===== src/rtl/uart_rx_ctrl_pkg.sv =====
// Shared constants, types and the baud lookup for the UART receive controller.
// Baud table entries are bit-time counts at a 100 MHz system clock.
package uart_pkg;

  localparam logic [15:0] DATA_PORT = 16'h0000;
  localparam logic [15:0] STAT_PORT = 16'h0001;
  localparam logic [15:0] CFG_PORT  = 16'h0002;
  localparam logic [15:0] RX_PORT   = 16'h0004;

  localparam int          RX_RD_BIT  = 0;
  localparam logic [15:0] RX_RD_MASK = 16'h0001 << RX_RD_BIT;
  localparam int          FIFO_DEPTH = 4;
  localparam int          CNT_W      = $clog2(FIFO_DEPTH);

  localparam int BAUD_N = 12;
  // 300, 1200, 2400, 4800, 9600, 19200, 38400, 57600, 115200, 230400, 460800, 921600
  localparam logic [19:0] BAUD_TABLE [BAUD_N] = '{
    20'd333333, 20'd83333, 20'd41667, 20'd20833, 20'd10417, 20'd5208,
    20'd2604,   20'd1736,  20'd868,   20'd434,   20'd217,   20'd109
  };

  localparam int ST_NONEMPTY = 7;
  localparam int ST_FULL     = 6;
  localparam int ST_DROP     = 5;
  localparam int ST_OERR     = 4;
  localparam int ST_FERR     = 3;
  localparam int ST_PERR     = 2;

  typedef enum logic [1:0] {IDLE, CAPTURE, ACK, WAIT} rx_state_e;

  typedef struct packed {
    logic       oerr;
    logic       ferr;
    logic       perr;
    logic [7:0] data;
  } rx_entry_t;

  localparam int ENTRY_W = $bits(rx_entry_t);

  // Selectors above the table clamp to the fastest rate.
  function automatic logic [19:0] baud_k(input logic [3:0] sel);
    logic [3:0] idx;
    idx = (sel > 4'd11) ? 4'd11 : sel;
    return BAUD_TABLE[idx];
  endfunction

endpackage


===== src/rtl/uart_rx_ctrl_if.sv =====
// Processor port bus seen by the UART receive controller.
// Strobes are single-cycle qualifiers of port_id; in_port is valid whenever port_id is.
interface uart_rx_ctrl_if;
  logic [15:0] port_id;
  logic        write_strobe;
  logic        read_strobe;
  logic [7:0]  out_port;
  logic [7:0]  in_port;
  logic        interrupt;
  logic        int_ack;

  modport master (
    output port_id, write_strobe, read_strobe, out_port, int_ack,
    input  in_port, interrupt
  );

  modport slave (
    input  port_id, write_strobe, read_strobe, out_port, int_ack,
    output in_port, interrupt
  );
endinterface


===== src/rtl/uart_rx_ctrl_fifo.sv =====
// Small power-of-two FIFO for received characters with flush.
// count_o wraps to zero when full; full_o tells the two cases apart.
module uart_rx_fifo #(
  parameter int DEPTH = 4,
  parameter int W     = 11
) (
  input  logic                       clk,
  input  logic                       reset,
  input  logic                       push_i,
  input  logic                       pop_i,
  input  logic                       flush_i,
  input  logic [W-1:0]               wdata_i,
  output logic [W-1:0]               rdata_o,
  output logic                       full_o,
  output logic                       empty_o,
  output logic [$clog2(DEPTH)-1:0]   count_o
);
  localparam int AW = $clog2(DEPTH);

  logic [W-1:0]  mem_q [DEPTH];
  logic [AW-1:0] wr_ptr_q, rd_ptr_q;
  logic [AW:0]   count_q;
  logic          do_push, do_pop;

  assign empty_o = (count_q == '0);
  assign full_o  = (count_q == (AW+1)'(DEPTH));
  assign count_o = count_q[AW-1:0];
  assign rdata_o = mem_q[rd_ptr_q];

  // A full FIFO still accepts a push when a pop frees the head slot that cycle.
  assign do_pop  = pop_i && !empty_o;
  assign do_push = push_i && (!full_o || do_pop);

  always_ff @(posedge clk) begin
    if (do_push) mem_q[wr_ptr_q] <= wdata_i;
  end

  always_ff @(posedge clk) begin
    if (reset || flush_i) begin
      wr_ptr_q <= '0;
      rd_ptr_q <= '0;
      count_q  <= '0;
    end else begin
      if (do_push) wr_ptr_q <= wr_ptr_q + 1'b1;
      if (do_pop)  rd_ptr_q <= rd_ptr_q + 1'b1;
      case ({do_push, do_pop})
        2'b10:   count_q <= count_q + 1'b1;
        2'b01:   count_q <= count_q - 1'b1;
        default: count_q <= count_q;
      endcase
    end
  end

endmodule


===== src/rtl/uart_rx_ctrl.sv =====
// Receive-side UART controller: configuration register, character sequencing FSM,
// 4-entry receive FIFO and processor port decode with character interrupt.
module uart_rx_ctrl
  import uart_pkg::*;
(
  input  logic              clk,
  input  logic              reset,
  uart_rx_ctrl_if.slave     bus,
  input  logic              rx_rdy,
  input  logic [7:0]        rx_data,
  input  logic              rx_perr,
  input  logic              rx_ferr,
  input  logic              rx_oerr,
  output logic [15:0]       rx_port_id,
  output logic [15:0]       rx_reads,
  output logic [19:0]       k,
  output logic [19:0]       k_div2,
  output logic              eight,
  output logic              pen,
  output logic              ohel,
  output rx_state_e         dbg_state_o
);

  rx_state_e   state_q;
  rx_entry_t   cap_q;
  logic [15:0] rx_reads_q, rx_port_id_q;
  logic        interrupt_q, drop_q;
  logic [19:0] k_q, k_div2_q;
  logic        eight_q, pen_q, ohel_q;

  logic              cfg_wr, flush, cfg_load, data_rd;
  logic              push_req, push_ok, drop_set;
  logic              fifo_full, fifo_empty;
  logic [CNT_W-1:0]  fifo_count;
  logic [ENTRY_W-1:0] fifo_rdata;
  rx_entry_t         head;
  logic [7:0]        status, in_port_d;

  assign cfg_wr   = bus.write_strobe && (bus.port_id == CFG_PORT);
  // A write with the flush bit set is a flush command only; configuration is kept.
  assign flush    = cfg_wr && bus.out_port[0];
  assign cfg_load = cfg_wr && !bus.out_port[0];
  assign data_rd  = bus.read_strobe && (bus.port_id == DATA_PORT);

  assign push_req = (state_q == CAPTURE);
  assign push_ok  = push_req && !flush && (!fifo_full || data_rd);
  assign drop_set = push_req && !flush && fifo_full && !data_rd;

  uart_rx_fifo #(.DEPTH(FIFO_DEPTH), .W(ENTRY_W)) u_fifo (
    .clk     (clk),
    .reset   (reset),
    .push_i  (push_req),
    .pop_i   (data_rd),
    .flush_i (flush),
    .wdata_i (cap_q),
    .rdata_o (fifo_rdata),
    .full_o  (fifo_full),
    .empty_o (fifo_empty),
    .count_o (fifo_count)
  );

  always_ff @(posedge clk) begin
    if (reset) begin
      k_q      <= BAUD_TABLE[11];
      k_div2_q <= BAUD_TABLE[11] >> 1;
      eight_q  <= 1'b1;
      pen_q    <= 1'b0;
      ohel_q   <= 1'b0;
    end else if (cfg_load) begin
      k_q      <= baud_k(bus.out_port[7:4]);
      k_div2_q <= baud_k(bus.out_port[7:4]) >> 1;
      eight_q  <= bus.out_port[3];
      pen_q    <= bus.out_port[2];
      ohel_q   <= bus.out_port[1];
    end
  end

  always_ff @(posedge clk) begin
    if (reset || flush) drop_q <= 1'b0;
    else if (drop_set)  drop_q <= 1'b1;
  end

  always_ff @(posedge clk) begin
    if (reset) begin
      state_q      <= IDLE;
      cap_q        <= '0;
      rx_reads_q   <= '0;
      rx_port_id_q <= '0;
      interrupt_q  <= 1'b0;
    end else begin
      case (state_q)
        IDLE: if (rx_rdy) begin
          cap_q   <= '{oerr: rx_oerr, ferr: rx_ferr, perr: rx_perr, data: rx_data};
          state_q <= CAPTURE;
        end
        CAPTURE: begin
          rx_reads_q   <= RX_RD_MASK;
          rx_port_id_q <= RX_PORT;
          state_q      <= ACK;
        end
        ACK: begin
          rx_reads_q   <= '0;
          rx_port_id_q <= '0;
          state_q      <= WAIT;
        end
        WAIT: if (!rx_rdy) state_q <= IDLE;
        default: state_q <= IDLE;
      endcase
      // A push outranks a coincident acknowledge so no character goes unannounced.
      if (push_ok)          interrupt_q <= 1'b1;
      else if (bus.int_ack) interrupt_q <= 1'b0;
    end
  end

  always_comb begin
    head                 = fifo_empty ? '0 : rx_entry_t'(fifo_rdata);
    status               = '0;
    status[ST_NONEMPTY]  = !fifo_empty;
    status[ST_FULL]      = fifo_full;
    status[ST_DROP]      = drop_q;
    status[ST_OERR]      = head.oerr;
    status[ST_FERR]      = head.ferr;
    status[ST_PERR]      = head.perr;
    status[1:0]          = fifo_count[1:0];
    in_port_d            = 8'h00;
    case (bus.port_id)
      DATA_PORT: in_port_d = head.data;
      STAT_PORT: in_port_d = status;
      default:   in_port_d = 8'h00;
    endcase
  end

  assign bus.in_port   = in_port_d;
  assign bus.interrupt = interrupt_q;
  assign rx_reads      = rx_reads_q;
  assign rx_port_id    = rx_port_id_q;
  assign k             = k_q;
  assign k_div2        = k_div2_q;
  assign eight         = eight_q;
  assign pen           = pen_q;
  assign ohel          = ohel_q;
  assign dbg_state_o   = state_q;

endmodule

===== src/flat_wrapper.sv =====
// flat-port wrapper written by rule: the top's interface ports become plain ports
module uart_rx_ctrl_flat import uart_pkg::*;
  (clk, reset, rx_rdy, rx_data, rx_perr, rx_ferr, rx_oerr, rx_port_id, rx_reads, k, k_div2, eight, pen, ohel, dbg_state_o, bus_port_id, bus_write_strobe, bus_read_strobe, bus_out_port, bus_int_ack, bus_in_port, bus_interrupt);
  uart_rx_ctrl_if bus_i ();
  input  logic clk;
  input  logic reset;
  input  logic rx_rdy;
  input  logic [7:0] rx_data;
  input  logic rx_perr;
  input  logic rx_ferr;
  input  logic rx_oerr;
  output logic [15:0] rx_port_id;
  output logic [15:0] rx_reads;
  output logic [19:0] k;
  output logic [19:0] k_div2;
  output logic eight;
  output logic pen;
  output logic ohel;
  output rx_state_e dbg_state_o;
  input wire logic [$bits(bus_i.port_id)-1:0] bus_port_id;
  input wire logic [$bits(bus_i.write_strobe)-1:0] bus_write_strobe;
  input wire logic [$bits(bus_i.read_strobe)-1:0] bus_read_strobe;
  input wire logic [$bits(bus_i.out_port)-1:0] bus_out_port;
  input wire logic [$bits(bus_i.int_ack)-1:0] bus_int_ack;
  output wire logic [$bits(bus_i.in_port)-1:0] bus_in_port;
  output wire logic [$bits(bus_i.interrupt)-1:0] bus_interrupt;
  assign bus_i.port_id = bus_port_id;
  assign bus_i.write_strobe = bus_write_strobe;
  assign bus_i.read_strobe = bus_read_strobe;
  assign bus_i.out_port = bus_out_port;
  assign bus_i.int_ack = bus_int_ack;
  assign bus_in_port = bus_i.in_port;
  assign bus_interrupt = bus_i.interrupt;
  uart_rx_ctrl u_core (.clk(clk), .reset(reset), .bus(bus_i), .rx_rdy(rx_rdy), .rx_data(rx_data), .rx_perr(rx_perr), .rx_ferr(rx_ferr), .rx_oerr(rx_oerr), .rx_port_id(rx_port_id), .rx_reads(rx_reads), .k(k), .k_div2(k_div2), .eight(eight), .pen(pen), .ohel(ohel), .dbg_state_o(dbg_state_o));
endmodule

===== config.mk =====
export PLATFORM = sky130hd
export DESIGN_NAME = uart_rx_ctrl_flat
export DESIGN_NICKNAME = d
export VERILOG_FILES = /design/src/rtl/uart_rx_ctrl_pkg.sv /design/src/rtl/uart_rx_ctrl_if.sv /design/src/rtl/uart_rx_ctrl_fifo.sv /design/src/rtl/uart_rx_ctrl.sv /design/src/flat_wrapper.sv
export SDC_FILE = /design/constraint.sdc
export NUM_CORES = 1
export LEC_CHECK = 0
export CAP_MARGIN = 25
export CORE_UTILIZATION = 49
export CTS_BUF_LIST = sky130_fd_sc_hd__clkbuf_4 sky130_fd_sc_hd__clkbuf_8
export DETAILED_ROUTE_END_ITERATION = 8
export PLACE_DENSITY = 0.8
export SLEW_MARGIN = 20
export SYNTH_ARGS = -nofsm -noshare
export SYNTH_HDL_FRONTEND = slang
export SYNTH_SLANG_ARGS = --single-unit

===== constraint.sdc =====
create_clock -name clk -period 2.5 [get_ports clk]
set_input_delay 0.5 -clock clk [delete_from_list [all_inputs] [get_ports clk]]
set_output_delay 0.5 -clock clk [all_outputs]
set_load 0.01 [all_outputs]

==> results of run 1 <==
Yosys cell counts (6+ instances only):
cell type	instances
nor3_1	8
nand3_1	6
dfxtp_1	46
mux4_2	11
a211oi_1	10
inv_1	9
mux2i_1	8
edfxtp_1	44
nor2_1	35
a21oi_1	32
ha_1	15
clkbuf_1	14
buf_4	53
nand2_1	49
kinds of logic after synthesis:
family                   count (synthesis)  share of synthesized area, %
AO/OA/AOI/OAI                           65                          9.44
XOR/XNOR                                 3                         0.593
adder cells (fa/ha/maj)                 16                          4.69
buffers and inverters                   79                          11.3
flip-flops                              90                          50.6
multiplexers                            19                          7.40
other                                    1                        0.0847
AND/OR/NAND/NOR                        134                          15.9
flip-flops by register name (all words and copies together) (netlist names), 2 cells and up, named ones only:
| register | cells |
|---|---|
| u_core.cap_q | 11 |
| u_core.dbg_state_o | 2 |
| u_core.k | 17 |
| u_core.u_fifo.count_q | 3 |
| u_core.u_fifo.mem_q | 44 |
| u_core.u_fifo.rd_ptr_q | 2 |
| u_core.u_fifo.wr_ptr_q | 2 |
worst min-delay path, delay by kind of cell, from the launching register on:
| family | cells | cell delay (ns) |
|---|---|---|
| flip-flops | 1 | 0.33 |
| AND/OR/NAND/NOR | 1 | 0.05 |
| AO/OA/AOI/OAI | 1 | 0.05 |
what timing repair did:
action / in CTS / in global routing
endpoints found under the setup margin: 9 / 14
gates resized for setup: 26 / 24
buffers inserted: 2 / 2
pin swaps: 2 / 6
hold buffers: 0 / 0
final timing paths:
check	endpoint	start	cells past startpoint	slack (ns)
min reg2reg	u_core.k[4]$_SDFFE_PP0P_	u_core.k[4]$_SDFFE_PP0P_	2	0.47
min	u_core.k[4]$_SDFFE_PP0P_	u_core.k[4]$_SDFFE_PP0P_	2	0.47
max	bus_in_port[0]	flip-flop	5	0.08
max reg2reg	u_core.u_fifo.count_q[2]$_SDFFE_PP0P_	u_core.dbg_state_o[1]$_SDFFE_PP0P_	9	0.19
layer usage:
layer / track usage (%) / up-vias / routed length, um / part of all wire, %
met5: 0 / - / 0 / 0
met4: 6.89 / 0 / 95 / 1.0
met3: 5.25 / 12 / 487 / 5.1
met2: 33.9 / 109 / 4710 / 50
met1: 24.8 / 1578 / 4170 / 44
li1: - / 1562 / - / -
layout make-up:
type | count | area, um2 | area share, %
flip-flops and latches | 90 | 2240 | 38.9
multi-input cells | 272 | 1860 | 32.3
repair buffers | 127 | 1270 | 22.0
clock buffers | 10 | 138 | 2.39
well taps | 108 | 135 | 2.34
clock inverters | 6 | 78.8 | 1.37
inverters | 9 | 33.8 | 0.586
power by group through the flow:
stage	clock (W)	sequential (W)	combinational (W)
2_1_floorplan	0	0.00194	0.000626
3_3_place_gp	0	0.00195	0.000962
3_5_place_dp	0	0.00197	0.000987
5_1_grt	0.00116	0.00197	0.00112
4_1_cts	0.00108	0.00194	0.00101
6_report	0.00107	0.00195	0.00103
through the flow:
step	hold slack [ns]	setup TNS, ns	utilization (%)	setup slack [ns]
floorplan	0.441	0	-	0.236
detailed placement	0.453	-14.03	62.5	-0.530
global route	0.493	-0.00707	66.1	-0.00707
finish	0.470	0	66.1	0.0754
CTS	0.472	0	65.4	0.00177
global placement	0.445	-9.49	62.5	-0.455
==> results.json, run 1 <==
{
  "fin_skew_ns": 0.0122,
  "grt_usage_pct": 20.0,
  "placeableCoreArea_um2": 8720,
  "ant_nets": 0,
  "yosysTopAreaCell": "edfxtp_1",
  "cts_tree": "built",
  "antennaDiodeCount": 0,
  "finalInstanceArea_um2": 5760,
  "p_int_w": 0.00282,
  "dp_cells": 602,
  "pwr_density_cell_nw_per_um2": 702,
  "initial_utilization_pct": 50.8,
  "dpl_cell_area_um2": 5450,
  "finalCritPeriodShare_pct": 97.0,
  "yosys_warnings": 0,
  "seq_area_frac_synth_pct": 50.6,
  "clkPwrFrac_pct": 26.5,
  "ys_ff_latch": 90,
  "synth-edff-count": 44,
  "max_freq_mhz": 412,
  "pwr-share-comb_pct": 25.4,
  "grt_antenna_before_repair": 0,
  "path_cells": "buf_12, mux4_2, a22oi_1, nor2_1, dlygate4sd2_1",
  "cp.arrival_ns": 1.92,
  "syn_inst": 407,
  "synth_area_um2": 4430,
  "cp_slowest_stage_delay_ns": 0.51,
  "switching_share_pct": 30.4,
  "final_common_cell": "clkdlybuf4s50_1",
  "async_flop_share_pct": 0,
  "dp_hpwl_um": 6530,
  "cap_violations": 0,
  "synth_top_cell_area_share_pct": 29.8,
  "drt_iter0_drc": 186,
  "crit_type": "flip-flop to output port",
  "htree_levels": 3,
  "critical_path.top_delay_family": "multiplexers",
  "dr.pass1.iters": 4,
  "wl_per_cell_um": 15.2,
  "ir_worst_vdd_uv": 633,
  "clk_pin_slew_ns": 0.09,
  "outcome": "complete, no violations",
  "clk_root_buffer_cell": "clkbuf_8",
  "num_rows": 34,
  "cts_sinks": 90,
  "leakage_nw": 2.26,
  "route.detailed.drc": 0,
  "die-area_um2": 9420,
  "die_w_um": 97.1,
  "vias_per_cell": 5.24,
  "worstPathRequired_ns": 2.00,
  "ctsLongestPathBuffers": 2,
  "finalSetupViolCount": 0,
  "crit_buf_inv": 2,
  "pin_count": 127,
  "min_path_type": "flip-flop to flip-flop",
  "power_frac_seq_pct": 48.1,
  "die_h_um": 97.1,
  "fin_crit_ns": 2.42,
  "fill_cells": 631,
  "layout_common_cells": "clkdlybuf4s50_1, nand2_1, dfxtp_1",
  "overflow": 0,
  "hold_viol_final": 0,
  "grt_pass1_vias": 3261,
  "total_power_w": 0.00404,
  "ys_types": 49,
  "slowest_stage": "mux4_2",
  "p_switching_w": 0.00123,
  "clk_latency_ns": 0.36,
  "layout.nets": 566,
  "syn2layout_area_growth_pct": 30.1,
  "via_count": 3261,
  "grt_max_degree": 37,
  "drv_slew": 0,
  "finalNonFillerCells": 622,
  "crit_fanout": 9,
  "synth_area_per_cell_um2": 10.9,
  "wl_um": 9460,
  "gp_congestion": 0.875,
  "worstSetupStartpointType": "flip-flop",
  "port_buffers": 91,
  "cp-end-kind": "output port",
  "synth-main-ff-cell": "dfxtp_1",
  "netlist_top_cells_area": "edfxtp_1, dfxtp_1, buf_4",
  "cts_buffers": 9,
  "grt_pass1_wl_um": 15200,
  "drive_gt1_share_pct": 16.9
}
(Power assumes the default switching activity.)
==> inputs of run 2 (changes only) <==
CAP_MARGIN = 20   (was 25)
==> results of run 2 <==
No change in the layout: final DEF, timing and power equal those of run 1.
==> inputs of run 3 (changes only) <==
GPL_TIMING_DRIVEN = 0   (was not set)
==> run 3 against run 2 <==
Clock power about the same. Sequential cell count unchanged. Combinational power decreased by 4%. Worst hold slack about the same. Die area unchanged. Sequential share of layout area decreased by 0.94 points. Total power decreased by 1.2%.
==> results.json, run 3 (same netlist as run 1, synthesis figures left out) <==
{
  "final_util_pct": 67.7,
  "min_path_type": "flip-flop to flip-flop",
  "grt_pass1_wl_um": 16000,
  "wl_um": 9840,
  "antennaDiodeCount": 0,
  "vias_per_cell": 5.07,
  "grt_max_degree": 19,
  "worstReg2RegEnd": "u_core.u_fifo.count_q[2]$_SDFFE_PP0P_",
  "initial_utilization_pct": 50.8,
  "leakage_nw": 2.41,
  "r2r-start": "u_core.dbg_state_o[1]$_SDFFE_PP0P_",
  "dp_hpwl_um": 7250,
  "cp.arrival_ns": 2.75,
  "finalCritPeriodShare_pct": 98.0,
  "drv_slew": 0,
  "overflow": 0,
  "max_freq_mhz": 408,
  "grt_pass1_vias": 3386,
  "final_common_cell": "clkdlybuf4s50_1",
  "crit_start": "bus_port_id[6]",
  "tightest_slew_ns": 0.546,
  "via_count": 3348,
  "die_w_um": 97.1,
  "worstPathRequired_ns": 2.80,
  "crit_end": "u_core.u_fifo.count_q[2]$_SDFFE_PP0P_",
  "ir_worst_vdd_uv": 528,
  "port_buffers": 90,
  "hold_viol_final": 0,
  "fin_skew_ns": 0.00864,
  "pwr_density_cell_nw_per_um2": 676,
  "drt_iter0_drc": 156,
  "pin_count": 127,
  "regMostFlops": "u_core.u_fifo.mem_q",
  "cts_sinks": 90,
  "die_h_um": 97.1,
  "layout.nets": 605,
  "drive_gt1_share_pct": 22.8,
  "rsz0062_at_grt": "no",
  "gp_congestion": 0.866,
  "crit_fanout": 5,
  "clk_pin_slew_ns": 0.09,
  "cts_tree": "built",
  "placeableCoreArea_um2": 8720,
  "syn2layout_area_growth_pct": 33.4,
  "worstHoldStart": "u_core.k[0]$_SDFFE_PP1P_",
  "clk_root_buffer_cell": "clkbuf_8",
  "htree_levels": 3,
  "postCtsHoldBufs": 0,
  "dr.pass1.iters": 5,
  "wl_per_cell_um": 14.9,
  "cts_buffers": 9,
  "fin_crit_ns": 2.45,
  "route.detailed.drc": 0,
  "cap_violations": 0,
  "ctsLongestPathBuffers": 2,
  "total_power_w": 0.00399,
  "slew_headroom_pct": 63.6,
  "clk_latency_ns": 0.36,
  "largest_reg_flops": 44,
  "r2r_slack_ns": 0.14,
  "ant_nets": 0,
  "num_rows": 34,
  "grt_antenna_before_repair": 0,
  "worstSetupStartpointType": "input pin",
  "grt_usage_pct": 21.4,
  "worstRegToRegCells": 10,
  "finalSetupViolCount": 0,
  "crit_type": "input pin to flip-flop",
  "cp-end-kind": "flip-flop",
  "die-area_um2": 9420,
  "layout_common_cells": "clkdlybuf4s50_1, buf_4, nand2_1",
  "outcome": "complete, no violations"
}
-- run 3: changes by cell type in the layout (fill, tap and decap cells not counted), moves of 3 or more --
cell             previous run  this run
buf_4                      29        60
buf_12                      7         0
nor2_1                     34        29
and2_4                      0         3
buf_2                       0         7
and2_1                      5         1
clkbuf_1                    0        10
clkdlybuf4s15_1             4         0
nor2_2                      1         6
-- run 3: repair_timing --
action                                  4_1_cts  5_1_grt
endpoints found under the setup margin       58       23
gates resized for setup                      42       27
endpoints found under the hold margin         0        0
buffers inserted                              6        1
pin swaps                                     5        5
-- run 3: area by class of cell --
cell class / instances / area, um2
Buffer: 69 / 475
Clock buffer: 9 / 124
Clock inverter: 7 / 91.3
Fill cell: 657 / 2820
Inverter: 9 / 33.8
Multi-Input combinational cell: 272 / 1860
Sequential cell: 90 / 2240
Tap cell: 108 / 135
Timing Repair Buffer: 97 / 941
-- run 3: critical path: stages --
cell             delay, ns
clkdlybuf4s50_1       0.50
nor4_4                0.05
and4_4                0.19
buf_4                 0.15
and3_1                0.15
buf_2                 0.14
fa_2                  0.36
or3_1                 0.38
nor3_2                0.11
o21bai_1              0.08
a31oi_1               0.12
-- run 3: power by group --
part | internal [W] | switching (W)
Sequential | 0.00181 | 0.000139
Combinational | 0.000457 | 0.000528
Clock | 0.000493 | 0.000573
Total | 0.00276 | 0.00124
-- run 3: per-layer routing --
metal | global-route usage, % | up-vias | routed length (um)
li1 | - | 1640 | -
met1 | 26.3 | 1556 | 4220
met2 | 37.0 | 137 | 4930
met3 | 4.03 | 15 | 569
met4 | 8.61 | 0 | 118
met5 | 0 | - | 0
-- run 3: metrics by stage --
stage,area (um2),setup TNS [ns],setup slack [ns],instances,hold slack [ns]
3_3_place_gp,5590,-34.94,-0.646,639,0.442
2_1_floorplan,4560,0,0.236,441,0.441
6_report,5910,0,0.0508,661,0.470
4_1_cts,5880,0,0.00222,660,0.474
5_1_grt,5910,0,0.00637,661,0.481
3_5_place_dp,5590,-39.05,-0.673,639,0.450
-- run 3: worst min-delay path by stage --
stage,cells after the start,slack (ns),end
final,1,0.47,u_core.k[0]$_SDFFE_PP1P_
after floorplan,1,0.44,u_core.drop_q$_SDFFE_PP0P_
after global routing,1,0.48,u_core.k[0]$_SDFFE_PP1P_
after global placement,2,0.44,u_core.ohel$_SDFFE_PP0P_
after CTS,1,0.47,u_core.k[0]$_SDFFE_PP1P_
after detailed placement,1,0.45,u_core.k[0]$_SDFFE_PP1P_
